### config.mk
export PLATFORM = sky130hd
export DESIGN_NAME = pattern_player
export DESIGN_NICKNAME = d
export VERILOG_FILES = /design/src/rtl/pattern_pkg.sv /design/src/rtl/pattern_addr_gen.sv /design/src/rtl/pattern_player.sv
export SDC_FILE = /design/constraint.sdc
export NUM_CORES = 1
export LEC_CHECK = 0
export ABC_AREA = 1
export BUFFER_PORTS_ARGS = -buffer_cell sky130_fd_sc_hd__buf_2
export CAP_MARGIN = 40
export CORE_MARGIN = 5
export CORE_UTILIZATION = 35
export CTS_CLUSTER_SIZE = 20
export DETAILED_ROUTE_END_ITERATION = 8
export SLEW_MARGIN = 5
export SYNTH_ARGS = -nofsm -noshare
export SYNTH_HDL_FRONTEND = slang
export SYNTH_SLANG_ARGS = --single-unit
export TNS_END_PERCENT = 30
### constraint.sdc
create_clock -name sclk -period 6.37 [get_ports sclk]
set_clock_uncertainty 0.15 [all_clocks]
set_input_delay 1.274 -clock sclk [delete_from_list [all_inputs] [get_ports sclk]]
set_output_delay 1.274 -clock sclk [all_outputs]
set_load 0.01 [all_outputs]
### src/rtl/pattern_pkg.sv
// Shared definitions for the pattern buffer and its consumers.
package pattern_pkg;

    localparam int PAT_ADDR_W   = 5;
    localparam int PAT_BUF_SIZE = 32;
    localparam int PAT_BYTE_W   = 8;

    localparam logic [1:0] ST_IDLE = 2'd0;
    localparam logic [1:0] ST_LOAD = 2'd1;
    localparam logic [1:0] ST_HOLD = 2'd2;

    typedef enum logic [1:0] {
        IDLE = ST_IDLE,
        LOAD = ST_LOAD,
        HOLD = ST_HOLD
    } pat_state_t;

endpackage

### src/rtl/pattern_addr_gen.sv
// Next address inside a [first, last] window; wraps modulo the buffer depth,
// ascending or descending.
module pattern_addr_gen
    import pattern_pkg::*;
#(
    parameter int addr_w = PAT_ADDR_W
) (
    input  logic [addr_w-1:0] addr_i,
    input  logic [addr_w-1:0] first_i,
    input  logic [addr_w-1:0] last_i,
    input  logic              reverse_i,
    output logic [addr_w-1:0] next_o
);

    localparam logic [addr_w-1:0] ONE = 1;

    always_comb begin
        if (addr_i == last_i) begin
            next_o = first_i;
        end else if (reverse_i) begin
            next_o = addr_i - ONE;
        end else begin
            next_o = addr_i + ONE;
        end
    end

endmodule

### src/rtl/pattern_player.sv
// Plays a programmed address window of the pattern buffer onto pat_out.
// Optional descending playback with `define PATTERN_PLAYER_REVERSE_EN.
module pattern_player
    import pattern_pkg::*;
#(
    parameter int buffer_width = PAT_BYTE_W,
    parameter int buffer_size  = PAT_BUF_SIZE,
    parameter int hold_width   = 8,
    parameter int loop_width   = 8
) (
    input  logic                           sclk,
    input  logic                           rst,
    input  logic                           start,
    input  logic                           stop,
`ifdef PATTERN_PLAYER_REVERSE_EN
    input  logic                           reverse,
`endif
    input  logic [$clog2(buffer_size)-1:0] first_addr,
    input  logic [$clog2(buffer_size)-1:0] last_addr,
    input  logic [hold_width-1:0]          hold,
    input  logic [loop_width-1:0]          loops,
    input  logic [buffer_width-1:0]        field_byte,
    output logic [$clog2(buffer_size)-1:0] fieldp,
    output logic [buffer_width-1:0]        pat_out,
    output logic                           pat_valid,
    output logic                           busy,
    output logic                           done,
    output logic                           load_ok
);

    localparam int AW = $clog2(buffer_size);
    localparam logic [hold_width-1:0] HOLD_ONE = 1;
    localparam logic [loop_width-1:0] LOOP_ONE = 1;

    pat_state_t              state_q, state_d;
    logic [AW-1:0]           fieldp_q, fieldp_d;
    logic [AW-1:0]           shown_q, shown_d;
    logic [AW-1:0]           first_q, first_d;
    logic [AW-1:0]           last_q, last_d;
    logic [buffer_width-1:0] pat_q, pat_d;
    logic                    valid_q, valid_d;
    logic                    done_q, done_d;
    logic [hold_width-1:0]   hold_q, hold_d;
    logic [hold_width-1:0]   hcnt_q, hcnt_d;
    logic [loop_width-1:0]   loops_q, loops_d;
    logic [loop_width-1:0]   pass_q, pass_d;
    logic                    rev_q;
    logic [AW-1:0]           next_addr;
    logic                    pass_end;

`ifdef PATTERN_PLAYER_REVERSE_EN
    logic rev_d;
`else
    assign rev_q = 1'b0;
`endif

    pattern_addr_gen #(.addr_w(AW)) u_addr_gen (
        .addr_i   (fieldp_q),
        .first_i  (first_q),
        .last_i   (last_q),
        .reverse_i(rev_q),
        .next_o   (next_addr)
    );

    assign pass_end = (shown_q == last_q);

    always_comb begin
        state_d  = state_q;
        fieldp_d = fieldp_q;
        shown_d  = shown_q;
        first_d  = first_q;
        last_d   = last_q;
        pat_d    = pat_q;
        valid_d  = valid_q;
        done_d   = 1'b0;
        hold_d   = hold_q;
        hcnt_d   = hcnt_q;
        loops_d  = loops_q;
        pass_d   = pass_q;
`ifdef PATTERN_PLAYER_REVERSE_EN
        rev_d    = rev_q;
`endif
        case (state_q)
            IDLE: begin
                if (start && !stop) begin
                    first_d  = first_addr;
                    last_d   = last_addr;
                    hold_d   = hold;
                    loops_d  = loops;
`ifdef PATTERN_PLAYER_REVERSE_EN
                    rev_d    = reverse;
`endif
                    fieldp_d = first_addr;
                    pass_d   = '0;
                    state_d  = LOAD;
                end
            end
            LOAD: begin
                if (stop) begin
                    state_d = IDLE;
                    valid_d = 1'b0;
                end else begin
                    pat_d    = field_byte;
                    shown_d  = fieldp_q;
                    valid_d  = 1'b1;
                    hcnt_d   = hold_q;
                    fieldp_d = next_addr;
                    state_d  = HOLD;
                end
            end
            HOLD: begin
                if (stop) begin
                    state_d = IDLE;
                    valid_d = 1'b0;
                end else if (hcnt_q != '0) begin
                    hcnt_d = hcnt_q - HOLD_ONE;
                end else if (pass_end && loops_q != '0 && pass_q == loops_q - LOOP_ONE) begin
                    state_d = IDLE;
                    valid_d = 1'b0;
                    done_d  = 1'b1;
                end else begin
                    // fieldp already points at the following byte, so no gap at pass wrap
                    if (pass_end && pass_q != '1) begin
                        pass_d = pass_q + LOOP_ONE;
                    end
                    pat_d    = field_byte;
                    shown_d  = fieldp_q;
                    hcnt_d   = hold_q;
                    fieldp_d = next_addr;
                end
            end
            default: state_d = IDLE;
        endcase
    end

    always_ff @(posedge sclk) begin
        if (rst) begin
            state_q  <= IDLE;
            fieldp_q <= '0;
            shown_q  <= '0;
            first_q  <= '0;
            last_q   <= '0;
            pat_q    <= '0;
            valid_q  <= 1'b0;
            done_q   <= 1'b0;
            hold_q   <= '0;
            hcnt_q   <= '0;
            loops_q  <= '0;
            pass_q   <= '0;
`ifdef PATTERN_PLAYER_REVERSE_EN
            rev_q    <= 1'b0;
`endif
        end else begin
            state_q  <= state_d;
            fieldp_q <= fieldp_d;
            shown_q  <= shown_d;
            first_q  <= first_d;
            last_q   <= last_d;
            pat_q    <= pat_d;
            valid_q  <= valid_d;
            done_q   <= done_d;
            hold_q   <= hold_d;
            hcnt_q   <= hcnt_d;
            loops_q  <= loops_d;
            pass_q   <= pass_d;
`ifdef PATTERN_PLAYER_REVERSE_EN
            rev_q    <= rev_d;
`endif
        end
    end

    assign fieldp    = fieldp_q;
    assign pat_out   = pat_q;
    assign pat_valid = valid_q;
    assign done      = done_q;
    assign busy      = (state_q != IDLE);
    assign load_ok   = (state_q == IDLE);

endmodule

==> results of run 1 <==
[routing by layer]
layer	wire length, um	track usage [%]	vias up
met2	4000	24.5	59
met1	4120	19.6	1489
li1	-	-	1765
met4	171	6.23	0
met5	0	0	-
met3	346	4.17	11
[state kept, by name, indices dropped and copies added, names as in the netlist]
register	count
hcnt_q	8
hold_q	8
loops_q	8
pass_q	8
pat_out	8
fieldp	5
first_q	5
last_q	5
shown_q	5
state_q	2
done	1
pat_valid	1
[per-stage QoR]
| stage | power, mW | instances | utilization [%] | cell area (um2) |
|---|---|---|---|---|
| 6_report | 1.64 | 702 | 41.4 | 4030 |
| 5_1_grt | 1.79 | 702 | 41.4 | 4030 |
| 4_1_cts | 1.65 | 701 | 41.3 | 4020 |
| 3_5_place_dp | 1.33 | 685 | 39.6 | 3860 |
| 3_3_place_gp | 1.31 | 684 | 39.4 | 3830 |
| 2_1_floorplan | 1.12 | 516 | - | 3470 |
[cell families (layout without fill, tap and decap cells)]
family | after synthesis | in the layout | share of synthesized area, %
DFF | 64 | 64 | 36.9
and+or+nand+nor | 225 | 225 | 27.9
buffers and inverters | 79 | 132 | 8.94
adders and majority gates | 10 | 10 | 3.60
xor gates and xnor gates | 22 | 22 | 5.55
AOI/OAI and AO/OA | 116 | 116 | 17.1
[how the worst max path moves through the flow]
stage,startpoint,endpoint
2_1_floorplan,stop,pass_q[0]
3_3_place_gp,stop,pat_out[7]
3_5_place_dp,stop,shown_q[4]
4_1_cts,state_q[0],pat_out[0]
5_1_grt,rst,pat_valid
6_report,state_q[0],busy
[layout make-up]
type | instances | area [um2] | area share [%]
Clock buffer | 13 | 149 | 3.69
Clock inverter | 3 | 17.5 | 0.435
Inverter | 60 | 225 | 5.59
Multi-Input combinational cell | 373 | 1890 | 46.8
Sequential cell | 64 | 1280 | 31.8
Tap cell | 133 | 166 | 4.13
Timing Repair Buffer | 56 | 305 | 7.58
[worst max-delay path: stages, from the launching register on]
cell and delay [ps]:
dfxtp_1 360, inv_1 90, ha_1 290, inv_1 120, buf_2 140
[power groups by stage]
stage | registers [mW] | logic [mW] | clock network, mW
6_report | 0.567 | 0.760 | 0.309
4_1_cts | 0.566 | 0.757 | 0.322
5_1_grt | 0.580 | 0.872 | 0.340
3_3_place_gp | 0.575 | 0.737 | 0
2_1_floorplan | 0.572 | 0.553 | 0
3_5_place_dp | 0.574 | 0.753 | 0
[Yosys cell counts]
| library cell | number | share of area, % |
|---|---|---|
| xor2_1 | 13 | 3.3 |
| and2_1 | 1 | 0.18 |
| nor2_1 | 39 | 4.2 |
| nor2_4 | 3 | 0.97 |
| ha_1 | 10 | 3.6 |
| o41ai_1 | 1 | 0.25 |
| xnor2_1 | 9 | 2.3 |
| a211oi_1 | 1 | 0.22 |
| nand2_2 | 3 | 0.54 |
| nor2_2 | 2 | 0.36 |
| clkinv_1 | 1 | 0.11 |
| or2_0 | 1 | 0.18 |
| dfxtp_1 | 64 | 37 |
| or2_2 | 2 | 0.36 |
| nand3_1 | 42 | 6.1 |
| o21bai_1 | 1 | 0.22 |
| buf_2 | 5 | 0.72 |
| inv_2 | 8 | 0.86 |
| nor3_1 | 8 | 1.2 |
| nand3_2 | 1 | 0.29 |
| nand2_1 | 119 | 13 |
| o21ai_0 | 34 | 4.9 |
| inv_1 | 51 | 5.5 |
| and3_1 | 1 | 0.18 |
| a21oi_1 | 75 | 11 |
| o21ai_1 | 2 | 0.29 |
| clkbuf_1 | 13 | 1.4 |
| nand4_1 | 3 | 0.54 |
| buf_6 | 1 | 0.32 |
| o21a_1 | 2 | 0.43 |
[placed cells by master (no fill, tap or decap), types with 2 or more instances in the layout]
| cell type | n |
|---|---|
| buf_2 | 54 |
| nand4_1 | 3 |
| nand2_2 | 3 |
| nand3_1 | 41 |
| ha_1 | 10 |
| a21oi_1 | 75 |
| nor2_2 | 2 |
| o21ai_1 | 2 |
| inv_1 | 51 |
| o21a_1 | 2 |
| nand3_2 | 2 |
| clkbuf_8 | 10 |
| dfxtp_1 | 64 |
| xnor2_1 | 9 |
| inv_2 | 8 |
| clkbuf_1 | 3 |
| or2_2 | 2 |
| o21ai_0 | 34 |
| nor3_1 | 8 |
| nor2_1 | 39 |
| clkinv_2 | 2 |
| nor2_4 | 3 |
| xor2_1 | 13 |
| nand2_1 | 119 |
==> flow_summary.toml, run 1 <==
[status]
status = "finished, final reports clean"

[critical_path]
cp-start-kind = "register"
end_kind = "primary output"
path_class = "reg -> out"
r2r_slack_ps = 3730
critical_path_arrival_ps = 1340
rr_worst_depth = 9
timing.rr.start = "state_q[0]"
critPathMaxFanout = 5
crit_required_ps = 4950
reg2reg_to = "fieldp[0]"

[sta]
fmax_mhz = 361
drv_slew = 0
finalCritPeriodShare_pct = 43.4
rsz0062_at_grt = "no"
setup_tns_ps = 0
layout_setup_ws_ps = 3600
min_period_ps = 2770
setup_viol_count_final = 0
hold_viol_final = 0
whs_ps = 301
tightest_slew_ps = 852
slew_headroom_pct = 43.1

[drt]
viasPerCell = 4.74
postRouteAntennaNets = 0
dr.pass1.iters = 4
totalWireLength_um = 8640
wl_per_cell_um = 12.3
drt-initial-drc-count = 178
drc = 0
num_vias = 3324

[clock_tree]
ctsHoldBuffers = 0
cts_max_path_buffers = 2
cts_tree = "built"
cts_setup_buffers = 0
clkSinkCount = 64
h-tree-depth = 3
clk_pin_slew_ps = 70
postCtsResizedCells = 0
cts_inserted_buffers = 9
cts_root_buf = "clkbuf_8"
clk_latency_ps = 350

[yosys]
yosysSeqAreaShare_pct = 36.9
ys_seq_elements = 64
synth_cell_type_count = 30
synth_nets = 564
syn_inst = 516
yosysWarnings = 0
syn_area_um2 = 3470
avgSynthCellArea_um2 = 6.73

[floorplan]
fp.dieH_um = 110
core_um2 = 9730
die_area_um2 = 12000
fp.dieW_um = 110
ioPinCount = 55
num_rows = 36
start_util_pct = 35.7

[place]
dp_hpwl_um = 6240
pre_cts_ws_ps = 3180
gp_congestion = 0.813
io_buffers = 54

[grt]
grt_max_degree = 38
grt_usage_pct = 15.3
gr-total-overflow = 0
antenna_found_initial = 0
grt_pass1_wl_um = 14600
grt_pass1_vias = 3128

[power_and_ir_drop]
power.internal_mw = 0.910
p_sw_mw = 0.726
pwr-share-seq_pct = 34.6
p_per_area_nw_per_um2 = 406
p_clk_share_pct = 18.9
peakVddDrop_mv = 0.167
combPwrFrac_pct = 46.5
p_leak_nw = 1.72
sw_frac_of_total_pct = 44.3

[cells_and_area]
drive_gt1_share_pct = 15.6
insertedDiodeCount = 0
area_growth_pct = 16.1
fill_cells = 1089
nNetsFinal = 612

[worst_hold_path]
min_to = "hold_q[1]"
min_path_type = "reg -> reg"
hold_depth = 2
hp-start = "hold_q[1]"

[flow_run]
maxCapViolations = 0
No activity file was read; power rests on OpenSTA's default activity.
==> inputs of run 2 (changes only) <==
clock period = 2.9 ns   (was 6.37 ns; I/O delays follow)
==> run 2 against run 1 <==
Net effect: first-iteration DRC count shrank 1.1%; critical path depth grew 5; routed wire length grew 0.71%; non-clock buffer count grew 7; critical endpoint is now pass_q[6]; largest cell class unchanged; largest power group unchanged.
==> flow_summary.toml, run 2 (synthesized netlist as in run 1, its figures left out) <==
[critical_path]
slowest_stage = "inv_1"
timing.rr.start = "state_q[0]"
critical_path_arrival_ps = 2510
crit_buf_inv = 3
cpLargestDelayFamily = "simple AND/OR/NAND/NOR gates"
crit_chain = "inv_1 > ha_1 > inv_1 > nor2_4 > inv_2 > nand3_1 > nor2_1 > nand2_1 > a21oi_1"
crit_required_ps = 3020
cp-start-kind = "register"
slowest_delay_ps = 400
startpoint = "state_q[0]"
critPathMaxFanout = 13
critPathMostFrequentCell = "inv_1"
end_kind = "register"
path_class = "reg -> reg"

[drt]
highest_layer = "met4"
dr.pass1.iters = 4
wl_met1_um = 4190
wl_per_cell_um = 12.3
viasPerCell = 4.70
totalWireLength_um = 8700
postRouteAntennaNets = 0
drc = 0
drt-initial-drc-count = 176
met3_length_um = 309
wl_met2_um = 4080
num_vias = 3335

[clock_tree]
ctsHoldBuffers = 0
clk_pin_slew_ps = 70
cts_inserted_buffers = 9
clkSinkCount = 64
clk_latency_ps = 350
h-tree-depth = 3
cts_max_path_buffers = 2
cts_tree = "built"
postCtsResizedCells = 0
cts_setup_buffers = 0
cts_root_buf = "clkbuf_8"

[floorplan]
num_rows = 36
core_um2 = 9730
ioPinCount = 55
start_util_pct = 35.7
fp.dieH_um = 110
die_area_um2 = 12000
fp.dieW_um = 110

[power_and_ir_drop]
power.internal_mw = 2.29
p_leak_nw = 1.78
sw_frac_of_total_pct = 41.2
p_sw_mw = 1.61
p_per_area_nw_per_um2 = 942
peakVddDrop_mv = 0.479
pwr-share-seq_pct = 31.7
combPwrFrac_pct = 43.9
p_clk_share_pct = 24.4

[grt]
grt_usage_pct = 15.5
grt_pass1_wl_um = 14800
grt_max_degree = 37
antenna_found_initial = 0
grt_pass1_vias = 3174
gr-total-overflow = 0

[sta]
setup_tns_ps = 0
rsz0062_at_grt = "no"
layout_setup_ws_ps = 509
drv_slew = 0
tightest_slew_ps = 514
finalCritPeriodShare_pct = 82.4
setup_viol_count_final = 0
min_period_ps = 2390
fmax_mhz = 418
hold_viol_final = 0
slew_headroom_pct = 65.7

[cells_and_area]
area_growth_pct = 19.3
final_cells = 709
mostFrequentLayoutCells = "nand2_1 (119), a21oi_1 (75), dfxtp_1 (64)"
utilization_pct = 42.6
drive_gt1_share_pct = 17.0
insertedDiodeCount = 0
nNetsFinal = 619
layout_commonest_cell = "nand2_1"

[place]
gp_congestion = 0.848
dp_cells = 693
pre_cts_ws_ps = 546
dp_hpwl_um = 6400
io_buffers = 54

[flow_run]
maxCapViolations = 0

[status]
status = "finished, final reports clean"

[worst_hold_path]
min_path_type = "reg -> reg"
hp-start = "first_q[3]"
-- run 2: cell types whose count changed in the layout (fill, tap and decap cells not counted) --
| cell | change |
|---|---|
| buf_4 | +8 |
| bufinv_16 | +3 |
| clkbuf_1 | -2 |
| buf_16 | -1 |
| clkinv_2 | -1 |
| clkinv_4 | +1 |
| clkinvlp_4 | -1 |
-- run 2: through the flow --
stage	power, mW	hold WS (ps)	area (um2)
2_1_floorplan	2.47	270	3470
4_1_cts	3.94	304	4140
3_3_place_gp	2.96	284	3900
3_5_place_dp	2.97	294	3900
5_1_grt	4.25	323	4140
6_report	3.90	301	4140
-- run 2: worst paths after layout --
kind	end	slack (ps)	cells after the start
worst max-delay path	pass_q[6]	510	9
worst min-delay path	first_q[3]	300	2
worst max register to register	pass_q[6]	510	9
worst min register to register	first_q[3]	300	2
-- run 2: tightest hold or removal path: stages, from the launching register on --
cell and delay (ps):
dfxtp_1 310, inv_1 50, a21oi_1 50
-- run 2: final cells by class --
type | count | area, um2
fillers | 1045 | 5590
multi-input cells | 373 | 1890
flip-flops and latches | 64 | 1280
repair buffers | 63 | 338
inverters | 60 | 225
well taps | 133 | 166
clock buffers | 11 | 141
clock inverters | 5 | 104
-- run 2: routing by layer --
metal | global-route usage, % | vias up
met3 | 2.94 | 9
met4 | 4.63 | 0
met1 | 20.0 | 1486
met5 | 0 | -
li1 | - | 1783
met2 | 26.1 | 57
-- run 2: power by group through the flow --
stage          clock [mW]  sequential (mW)  combinational, mW
2_1_floorplan           0             1.26               1.21
6_report            0.954             1.24               1.71
5_1_grt              1.01             1.27               1.97
4_1_cts             0.976             1.24               1.73
3_5_place_dp            0             1.25               1.72
3_3_place_gp            0             1.25               1.71
